$ cat config.mk
export PLATFORM = sky130hd
export DESIGN_NAME = walnut_ctrl
export DESIGN_NICKNAME = d
export VERILOG_FILES = /design/src/rtl/walnut_pkg.sv /design/src/rtl/walnut_frame_timer.sv /design/src/rtl/walnut_ctrl.sv
export SDC_FILE = /design/constraint.sdc
export NUM_CORES = 1
export LEC_CHECK = 0
export ABC_AREA = 1
export CORE_MARGIN = 2
export CORE_UTILIZATION = 53
export CTS_BUF_LIST = sky130_fd_sc_hd__clkbuf_8
export CTS_CLUSTER_DIAMETER = 60
export CTS_CLUSTER_SIZE = 40
export DETAILED_ROUTE_END_ITERATION = 10
export PLACE_DENSITY = 0.83
export REMOVE_ABC_BUFFERS = 1
export SETUP_SLACK_MARGIN = 0.4
export SLEW_MARGIN = 20
export SYNTH_ARGS = -nofsm -noshare
export SYNTH_HDL_FRONTEND = slang
export SYNTH_SLANG_ARGS = --single-unit
$ cat constraint.sdc
create_clock -name clk -period 1.7 [get_ports clk]
set_input_delay 0.425 -clock clk [delete_from_list [all_inputs] [get_ports clk]]
set_output_delay 0.425 -clock clk [all_outputs]
set_load 0.01 [all_outputs]
$ cat src/rtl/walnut_pkg.sv
// Shared definitions for the walnut plant tile controller: state encoding,
// lawn geometry limits and the pixel-coordinate helper.
package walnut_pkg;

   typedef enum logic [1:0] {
      EMPTY = 2'd0,
      ALIVE = 2'd1,
      BLINK = 2'd2
   } walnut_state_t;

   localparam int LAWN_ROWS = 5;
   localparam int LAWN_COLS = 9;
   localparam int PIX_W     = 10;

   // Cell origin in pixels; the result wraps to PIX_W bits like the renderer inputs.
   function automatic logic [PIX_W-1:0] cell_pix(input logic [PIX_W-1:0] origin,
                                                 input logic [PIX_W-1:0] pitch,
                                                 input logic [PIX_W-1:0] idx);
      return origin + idx * pitch;
   endfunction

endpackage

$ cat src/rtl/walnut_frame_timer.sv
// Frame-tick counter with a run-time terminal value and synchronous clear.
// o_wrap flags the tick that lands on the terminal count; the counter then restarts at 0.
module walnut_frame_timer #(
   parameter int W = 8
) (
   input  logic         clk,
   input  logic         reset,
   input  logic         i_clear,
   input  logic         i_tick,
   input  logic [W-1:0] i_last,
   output logic         o_wrap
);

   logic [W-1:0] r_count;

   assign o_wrap = i_tick && !i_clear && (r_count == i_last);

   // NOTE: sequential state is updated with <= so every register samples pre-edge values.
   always_ff @(posedge clk or posedge reset) begin
      if (reset) begin
         r_count <= '0;
      end else if (i_clear || o_wrap) begin
         r_count <= '0;
      end else if (i_tick) begin
         r_count <= r_count + 1'b1;
      end
   end

endmodule

$ cat src/rtl/walnut_ctrl.sv
// Lifecycle controller for one walnut tile: placement, health, eye-blink timing.
// Optional health regeneration is built when WALNUT_REGEN_EN is defined.
module walnut_ctrl
   import walnut_pkg::*;
#(
   parameter int               MAX_HP       = 72,
   parameter int               HP_W         = 7,
   parameter int               BLINK_PERIOD = 120,
   parameter int               BLINK_LEN    = 8,
   parameter int               REGEN_FRAMES = 180,
   parameter logic [PIX_W-1:0] GRID_X0      = 10'd40,
   parameter logic [PIX_W-1:0] GRID_Y0      = 10'd80,
   parameter logic [PIX_W-1:0] CELL_W       = 10'd80,
   parameter logic [PIX_W-1:0] CELL_H       = 10'd96
) (
   input  logic             clk,
   input  logic             reset,
   input  logic             frame_tick,
   input  logic             place_req,
   input  logic [2:0]       place_row,
   input  logic [3:0]       place_col,
   input  logic             bite,
   output logic             enable,
   output logic             blink,
   output logic [PIX_W-1:0] wVPos,
   output logic [PIX_W-1:0] wHPos,
   output logic [HP_W-1:0]  health,
   output logic             placed_ack,
   output logic             destroyed
);

   localparam int BLINK_MAX = (BLINK_PERIOD > BLINK_LEN) ? BLINK_PERIOD : BLINK_LEN;
   localparam int BLINK_W   = $clog2(BLINK_MAX + 1);

   walnut_state_t    r_state;
   logic             r_enable;
   logic             r_blink;
   logic [PIX_W-1:0] r_vpos;
   logic [PIX_W-1:0] r_hpos;
   logic [HP_W-1:0]  r_health;
   logic             r_placed_ack;
   logic             r_destroyed;

   logic               w_empty;
   logic               w_in_range;
   logic               w_kill;
   logic               w_blink_wrap;
   logic               w_regen_wrap;
   logic [BLINK_W-1:0] w_blink_last;

   assign w_empty      = (r_state == EMPTY);
   assign w_in_range   = (int'(place_row) < LAWN_ROWS) && (int'(place_col) < LAWN_COLS);
   assign w_kill       = !w_empty && bite && (r_health == HP_W'(1));
   assign w_blink_last = (r_state == BLINK) ? BLINK_W'(BLINK_LEN - 1)
                                            : BLINK_W'(BLINK_PERIOD - 1);

   // A killing bite clears the timer so a coincident tick cannot advance it.
   walnut_frame_timer #(.W(BLINK_W)) u_blink_timer (
      .clk     (clk),
      .reset   (reset),
      .i_clear (w_empty || w_kill),
      .i_tick  (frame_tick),
      .i_last  (w_blink_last),
      .o_wrap  (w_blink_wrap)
   );

`ifdef WALNUT_REGEN_EN
   localparam int REGEN_W = $clog2(REGEN_FRAMES + 1);

   walnut_frame_timer #(.W(REGEN_W)) u_regen_timer (
      .clk     (clk),
      .reset   (reset),
      .i_clear (w_empty || bite),
      .i_tick  (frame_tick),
      .i_last  (REGEN_W'(REGEN_FRAMES - 1)),
      .o_wrap  (w_regen_wrap)
   );
`else
   assign w_regen_wrap = 1'b0;
`endif

   always_ff @(posedge clk or posedge reset) begin
      if (reset) begin
         r_state      <= EMPTY;
         r_enable     <= 1'b0;
         r_blink      <= 1'b0;
         r_vpos       <= '0;
         r_hpos       <= '0;
         r_health     <= '0;
         r_placed_ack <= 1'b0;
         r_destroyed  <= 1'b0;
      end else begin
         r_placed_ack <= 1'b0;
         r_destroyed  <= 1'b0;
         unique case (r_state)
            EMPTY: begin
               if (place_req && w_in_range) begin
                  r_state      <= ALIVE;
                  r_enable     <= 1'b1;
                  r_blink      <= 1'b0;
                  r_vpos       <= cell_pix(GRID_Y0, CELL_H, PIX_W'(place_row));
                  r_hpos       <= cell_pix(GRID_X0, CELL_W, PIX_W'(place_col));
                  r_health     <= HP_W'(MAX_HP);
                  r_placed_ack <= 1'b1;
               end
            end
            ALIVE, BLINK: begin
               if (w_kill) begin
                  r_state     <= EMPTY;
                  r_enable    <= 1'b0;
                  r_blink     <= 1'b0;
                  r_health    <= '0;
                  r_destroyed <= 1'b1;
               end else begin
                  if (bite) begin
                     r_health <= r_health - 1'b1;
                  end else if (w_regen_wrap && (r_health < HP_W'(MAX_HP))) begin
                     r_health <= r_health + 1'b1;
                  end
                  if (w_blink_wrap) begin
                     r_state <= (r_state == ALIVE) ? BLINK : ALIVE;
                     r_blink <= (r_state == ALIVE);
                  end
               end
            end
            default: begin
               r_state  <= EMPTY;
               r_enable <= 1'b0;
               r_blink  <= 1'b0;
            end
         endcase
      end
   end

   assign enable     = r_enable;
   assign blink      = r_blink;
   assign wVPos      = r_vpos;
   assign wHPos      = r_hpos;
   assign health     = r_health;
   assign placed_ack = r_placed_ack;
   assign destroyed  = r_destroyed;

endmodule
# --- After elaboration in Yosys (flattened, before gate mapping) ---
# Cells that the tools add are included.
# W data, S select, Z words.
word_totals:
  reg_bits: 40
  in_bits: 12
  output_inout_bits: 31
  wordCells: 66
op_classes:
  addsub: 4
  multipliers: 2
  n_lt_le_gt_ge: 2
  eq_ne: 8
  n_mux: 23
  reduce_logical: 18
op_table:
  columns: ["op", "count"]
  rows:
  - ["$mux W7", 6]
  - ["$pmux W7 S2", 1]
  - ["$add A6 B10 Y10 const A", 1]
  - ["$add A7 B10 Y10 const A", 1]
  - ["$mux W1", 9]
  - ["$mux W2", 4]
  - ["$add A7 B1 Y7 const B", 1]
  - ["$eq A7 B1 Y1 const B", 1]
  - ["$eq A7 B7 Y1", 1]
  - ["$sub A7 B1 Y7 const B", 1]
  - ["$logic_and A1 B1 Y1", 6]
  - ["$mul A4 B3 Y6 const B", 1]
  - ["$reduce_and A2 Y1", 3]
  - ["$mul A3 B2 Y5 const B", 1]
  - ["$lt A4 B4 Y1 const B", 1]
  - ["$pmux W1 S2", 2]
  - ["$pmux W2 S2", 1]
  - ["$reduce_bool A2 Y1", 2]
  - ["$lt A3 B3 Y1 const B", 1]
  - ["$ne A3 B2 Y1 const B", 1]
  - ["$ne A3 B3 Y1 const B", 1]
  - ["$reduce_and A3 Y1", 1]
  - ["$eq A2 B1 Y1 const B", 1]
  - ["$eq A2 B2 Y1 const B", 1]
  - ["6 further kinds", 8]

# --- Longest topological paths before layout ---
# Gate-level depths: netlist of run 1.
logic_depth:
  ltp_word: 11
  ltp_mapped: 12
  ltp_nobuf: 12

# --- Hierarchy ---
# Synthesis of run 1 repeated with hierarchy kept, for this count alone.
hier_totals:
  cells_unflattened: 293
  hier_area_um2: 2219.6
by_module_without_submodules:
  columns: ["module", "n_inst", "cells_each", "area_each_um2", "seq_area_each_um2"]
  rows:
  - ["walnut_ctrl", 1, 197, 1634.1, 625.6]
  - ["walnut_frame_timer", 1, 96, 585.6, 175.2]

# --- Worst setup path before layout of run 1 ---
# No wires, ideal clock.
synth_timing:
  path_kind: "in2reg"
  start: "input port place_col[1]"
  end: "register r_hpos[9] (netlist: wHPos[9])"
  setup_ns: 0.127
  arrival_time_ns: 1.717
  required_ns: 1.573
  slack_ns: -0.144
  stages: 6
  path_buffers: 0
  path_cell_list: "ha_1 -> ha_1 -> fa_1 -> nand3_1 -> xnor2_1 -> o21ai_0"
synth_via:
  elab_chain_cells: 4
  elab_cells_between_ends: 6
synth_rtl:
  columns: ["item", "line_no", "rtl"]
  rows:
  - ["start, declared", "walnut_ctrl.sv:21", "input logic [3:0] place_col,"]
  - ["branches (longest 4 deep; another with $add A6 B10 Y10)", null, null]
  - ["end signal, assigned", "walnut_ctrl.sv:102", "r_hpos <= cell_pix(GRID_X0, CELL_W, PIX_W'(place_col));"]
  - ["end, declared", "walnut_ctrl.sv:39", "logic [PIX_W-1:0] r_hpos;"]
# Several ways; the timed one is not identified.
# A chain may end at the register's enable or synchronous reset.

# --- Worst setup path in the final report of run 1 ---
layout_timing:
  start: "input port place_col[3]"
  end: "register r_hpos[9] (netlist: wHPos[9])"
# Same word-level chain as after synthesis.

==> reports/results.tsv, run 1 <==
metric	value	unit
grt_setup_unrepaired	yes	
average_detailed_routed_wire_length_per_instance	21.4	microns
powerDensity	1550	nW/um^2
timing.critical_path.arrival	1.83	ns
holdWs	0.321	ns
p_leak	1.59	nW
final_util	87.4	%
cts_tree	built	
die_w	65.7	microns
critPathCaptureType	flop	
vertical_extent_of_the_die	65.7	microns
yosysWarnings	0	
synth_seq_area_share	39.7	%
floorplan.core_area	3660	sq um
cts-buffers-inserted	5	
cts-root-buf	clkbuf_8	
antenna_found_initial	0	
timing.final.setup_violations	0	
area.sequential	802	sq um
synth.lib_cells_used.distinct	30	
synthesis.area	2020	sq um
hp-class	input pin to asynchronous set/reset pin	
grt_util_all_layers	28.0	%
non_filler_cells_in_the_finished_layout	376	
syn_inst	238	
max_freq	604	MHz
iteration_count_of_the_initial_detailed_routing_pass	5	
hpwlAfterDp	3.01	mm
clock_latency	0.30	ns
syn_area_per_cell	8.48	sq um
finish.instance_area	3200	sq um
reg2reg_depth	9	
crit_path_start	place_col[3]	
detailedRoute.firstIterationViolations	349	
run_status	completed	
clock-sinks	32	
cp-start-kind	input pin	
placedInstanceArea	2530	sq um
num-fill-cells	143	
top_count_cell_post_synth	nand2_1	
postSynthRegisterBits	32	
placement.io_buffers	35	
final.period_utilization	97.3	%
synthDominantCellAreaShare	39.7	%
ys_async_sr_fraction	100	%
routed_via_density	6.01	
gp_congestion	0.829	
flow.area_growth_from_synthesis	58.5	%
final_max_slew_viol_count	0	
synth_flop_cell	dfrtp_1	
finalHoldViolations	0	
placed_cells	335	
grt_start_max_net_pins	32	
multi_input_area	1390	sq um
postRouteWirelength	8.06	mm
final_period_minus_worst_setup_slack	1.65	ns
yosysTopAreaCell	dfrtp_1	
timing.max_cap.violations	0	
initial_utilization	55.1	%
layout-drive-gt1-share	54.9	%
netlist_top_cells_count	62 x nand2_1, 32 x dfrtp_1, 21 x inv_1, 18 x nand3_1, 16 x ha_1	
drt_drc_violations_left	0	
clock_transition_at_the_registers_of_the_reported_paths	0.06	ns
fin_clk_skew	0.00749	ns
design.die.area	4320	sq um
htree_num_levels	2	
antenna-diode-count	0	
overflow	0	
grt_first_pass_wirelength	8.87	mm
num_io_pins	43	
dr_total_vias	2261	
clockBufferDepth	2	
critical_register_to_register_path_startpoint	health[2]	
setup_tns_after_final_layout	0	ns
ys_top_cells_by_area	dfrtp_1 40%, nand2_1 12%, ha_1 9.9%	
vdd.ir_drop.worst	0.000910	V
cp.required	1.87	ns
final_antenna_net_count	0	
worstPathMaxFanout	2	
nNetsFinal	358	
first_global_vias	1891	
rows	22	
criticalPathCategory	input pin to flop	
number_of_enable_type_register_cells_in_the_synthesized_netlist	0	
## cell families (layout without fill, tap and decap cells)
logic type | after synthesis | in the layout | share of synthesized area (%)
AO/OA/AOI/OAI | 19 | 19 | 6.01
adder cells (fa/ha/maj) | 18 | 18 | 11.9
flip-flops | 32 | 32 | 39.7
XOR/XNOR | 14 | 14 | 6.08
buffers and inverters | 39 | 122 | 9.30
AND/OR/NAND/NOR | 115 | 116 | 26.8
other | 1 | 7 | 0.186
## critical path: stages
cell	delay [ns]
buf_6	0.10
ha_4	0.25
ha_4	0.15
fa_1	0.52
nand3_1	0.10
xnor2_1	0.18
o21ai_1	0.10
## stage by stage
stage          setup slack (ns)  power (W)
6_report                 0.0456    0.00497
5_1_grt                  0.0143    0.00512
4_1_cts                  0.0722    0.00397
3_5_place_dp             -0.714    0.00308
3_3_place_gp             -0.626    0.00303
2_1_floorplan            -0.144    0.00231
## layout make-up
type | instances | share of cell area, %
multi-input combinational | 174 | 43.4
sequential | 32 | 25.1
timing repair buffer | 84 | 21.7
inverter | 29 | 4.22
clock buffer | 7 | 3.01
tap | 48 | 1.88
timing repair inverter | 2 | 0.782
## sequential cells by signal, summed over array words and instances (netlist names)
signal	flops
blink	1
wHPos	6
wVPos	6
u_blink_timer.r_count	7
destroyed	1
placed_ack	1
health	7
enable	1
r_state	2
## layout by cell type (no fill, tap or decap), drive strengths merged, types with 8 or more instances in the layout
cell    instances
ha             16
clkbuf          8
nand3          18
nand2          72
o21ai          15
inv            28
dfrtp          32
buf            79
nor2           18
## per-layer routing
layer | vias up | track usage, % | wire length, microns
met5 | - | 0 | 0
met4 | 0 | 15.6 | 618
met3 | 67 | 5.31 | 661
met2 | 183 | 52.0 | 3990
met1 | 1089 | 29.1 | 2790
li1 | 922 | - | -
## worst paths after layout
| path | endpoint | slack, ns |
|---|---|---|
| worst max-delay path | wHPos[9] | 0.05 |
| worst min-delay path | wHPos[7] | 0.32 |
| worst max register to register | health[3] | 0.10 |
| worst min register to register | wVPos[5] | 0.52 |
| max in group asynchronous | health[0] | 0.98 |
| min in group clk | wHPos[5] | 0.45 |
## where the power goes
| part | internal [W] | leakage [nW] | switching, W |
|---|---|---|---|
| sequential | 0.00102 | 0.410 | 0.000223 |
| combinational | 0.00127 | 1.13 | 0.00180 |
| clock | 0.000360 | 0.0503 | 0.000291 |
| total | 0.00265 | 1.59 | 0.00232 |
## repair_timing
action,in CTS,in global routing
resized for setup,189,65
endpoints found under the setup margin,56,35
hold buffers,0,0
pin swaps,18,29
gates cloned,2,1
setup buffers,21,10
Power figures use the tool's default switching activity.
==> inputs of run 2 (changes only) <==
PLACE_DENSITY = 0.82   (was 0.83)
==> run 2 against run 1 <==
Against the previous run: design area rose by 0.47%; core utilization rose by 0.41 points; die area did not move; non-clock buffer count rose by 3; first-iteration DRC count fell by 19%; final cell count rose by 0.80%; largest power group unchanged; highest routed layer unchanged.
==> reports/results.tsv, run 2 (synthesis results as in run 1) <==
metric	value	unit	change
fin_clk_skew	0.00811	ns	was 0.00749 ns
reg2reg_depth	11		was 9
final_max_slew_viol_count	0		unchanged
flow.area_growth_from_synthesis	59.3	%	was 58.5%
nNetsFinal	361		was 358
crit_path_start	r_state[0]		was place_col[3]
placement.io_buffers	35		unchanged
detailedRoute.firstIterationViolations	281		was 349
postRouteWirelength	7.77	mm	was 8.06 mm
gp_congestion	0.822		was 0.829
path_delay_family	simple AND/OR/NAND/NOR gates		was adder cells
vdd.ir_drop.worst	0.00100	V	was 0.000910 V
max_freq	602	MHz	was 604 MHz
multi_input_area	1390	sq um	about the same
mostFrequentLayoutCells	40 x nand2_1, 36 x buf_4, 32 x dfrtp_1		was 46 x nand2_1, 33 x buf_4, 31 x dfrtp_1
critical_path_cell_count	11		was 7
clock_latency	0.30	ns	about the same
grt_start_max_net_pins	33		was 32
hpwlAfterDp	2.90	mm	was 3.01 mm
clockBufferDepth	2		unchanged
timing.max_cap.violations	0		unchanged
antenna_found_initial	0		unchanged
crit_end	u_blink_timer.r_count[1]		was wHPos[9]
cp.required	1.92	ns	was 1.87 ns
p_leak	1.62	nW	was 1.59 nW
critical_path.most_common_cell	nand2_4		was ha_4
busiest_layer	met2		unchanged
timing.final.setup_violations	0		unchanged
first_global_vias	1907		was 1,891
average_detailed_routed_wire_length_per_instance	20.5	microns	was 21.4 microns
iteration_count_of_the_initial_detailed_routing_pass	4		was 5
critical-path-slowest-cell	dfrtp_1		was fa_1
grt_first_pass_wirelength	8.69	mm	was 8.87 mm
cp-start-kind	flop		was input pin
grtUsageMet1	29.4	%	was 29.1%
grt_setup_unrepaired	yes		unchanged
overflow	0		unchanged
critPathCaptureType	flop		unchanged
mostFrequentLayoutCell	nand2_1		unchanged
grt.met3_usage	6.68	%	was 5.31%
routed_via_density	5.62		was 6.01
final.period_utilization	97.6	%	was 97.3%
vertical_extent_of_the_die	65.7	microns	unchanged
area.sequential	801	sq um	was 802 sq um
cts_tree	built		unchanged
worstPathMaxFanout	8		was 2
holdWs	0.450	ns	was 0.321 ns
groute.layer.met2.usage	47.6	%	was 52.0%
die_w	65.7	microns	unchanged
cp_cell_sequence	inv_2 > ha_4 > inv_4 > nand2_4 > nor2_4 > nand2_4 > nand2_4 > buf_6 > nor2_4 > inv_4 > a21oi_2		was buf_6 > ha_4 > ha_4 > fa_1 > nand3_1 > xnor2_1 > o21ai_1
cts_hold_repair.buffers	0		unchanged
drt_drc_violations_left	0		unchanged
final_period_minus_worst_setup_slack	1.66	ns	was 1.65 ns
r2r_setup_slack	0.04	ns	was 0.10 ns
num_io_pins	43		unchanged
hp-class	input pin to flop		was input pin to asynchronous set/reset pin
powerDensity	1550	nW/um^2	about the same
design.die.area	4320	sq um	unchanged
clock-sinks	32		unchanged
num-fill-cells	156		was 143
setup_tns_after_final_layout	0	ns	unchanged
r2r-end	u_blink_timer.r_count[1]		was health[3]
dr_total_vias	2131		was 2,261
finalHoldViolations	0		unchanged
grt_util_all_layers	26.9	%	was 28.0%
floorplan.core_area	3660	sq um	unchanged
critical_path_buf_inv_count	4		was 1
layout-drive-gt1-share	55.9	%	was 54.9%
final_antenna_net_count	0		unchanged
critical_register_to_register_path_startpoint	r_state[0]		was health[2]
clock_transition_at_the_registers_of_the_reported_paths	0.07	ns	was 0.06 ns
cts-buffers-inserted	5		unchanged
antenna-diode-count	0		unchanged
rows	22		unchanged
htree_num_levels	2		unchanged
initial_utilization	55.1	%	unchanged
timing.critical_path.arrival	1.88	ns	was 1.83 ns
min-delay-start	place_col[1]		
run_status	completed		unchanged
critical_path.max_stage_delay	0.43	ns	was 0.52 ns
criticalPathCategory	flop to flop		was input pin to flop
cts-root-buf	clkbuf_8		unchanged
==> run 2: cell types whose count changed in the layout (fill, tap and decap cells not counted), sizes merged <==
cell	previous run	this run
buf	79	82
dlygate4sd2	3	1
dlymetal6s2s	0	2
inv	28	30
clkinv	2	1
clkinvlp	1	0
==> run 2: how the worst min path moves through the flow <==
stage,slack [ns],end,depth (start not counted)
final,0.45,wHPos[5],3
after global routing,0.46,wHPos[5],3
after CTS,0.43,wHPos[5],3
after detailed placement,0.46,wHPos[6],2
after global placement,0.46,wVPos[5],2
after floorplan,0.51,wHPos[5],1
==> run 2: timing repair <==
item                                    4_1_cts  5_1_grt
endpoints found under the setup margin       56       35
pin swaps                                    21       38
resized for setup                           176       79
cloned                                        0        3
setup buffers                                20       16
==> run 2: area by class of cell <==
class | instances | share of cell area, %
Timing Repair Buffer | 87 | 22.5
Tap cell | 48 | 1.87
Timing Repair inverter | 2 | 0.623
Multi-Input combinational cell | 174 | 43.1
Sequential cell | 32 | 24.9
Inverter | 29 | 4.05
Clock buffer | 7 | 3.00
==> run 2: metal layers <==
layer,vias to the layer above,part of all wire [%]
met5,-,0
met4,0,5.0
met3,39,6.5
met2,114,52
met1,1058,36
li1,920,-
==> run 2: per-stage QoR <==
stage | std cells | power (W) | setup WS [ns] | area (sq um) | utilization (%)
global route | 379 | 0.00520 | -0.0154 | 3210 | 87.8
finish | 379 | 0.00498 | 0.0401 | 3210 | 87.8
floorplan | 234 | 0.00231 | -0.144 | 1960 | -
global placement | 333 | 0.00299 | -0.626 | 2490 | 68.1
CTS | 360 | 0.00398 | 0.0745 | 2810 | 76.7
detailed placement | 333 | 0.00306 | -0.674 | 2490 | 68.1
==> run 2: worst min-delay path, delay by kind of cell <==
family	cells	cell delay (ns)
buffers and inverters	2	0.21
AO/OA/AOI/OAI	1	0.07
==> run 2: report_power, final <==
| part | switching [W] | internal [W] |
|---|---|---|
| sequential | 0.000225 | 0.00102 |
| combinational | 0.00172 | 0.00135 |
| clock | 0.000305 | 0.000361 |
| total | 0.00225 | 0.00273 |
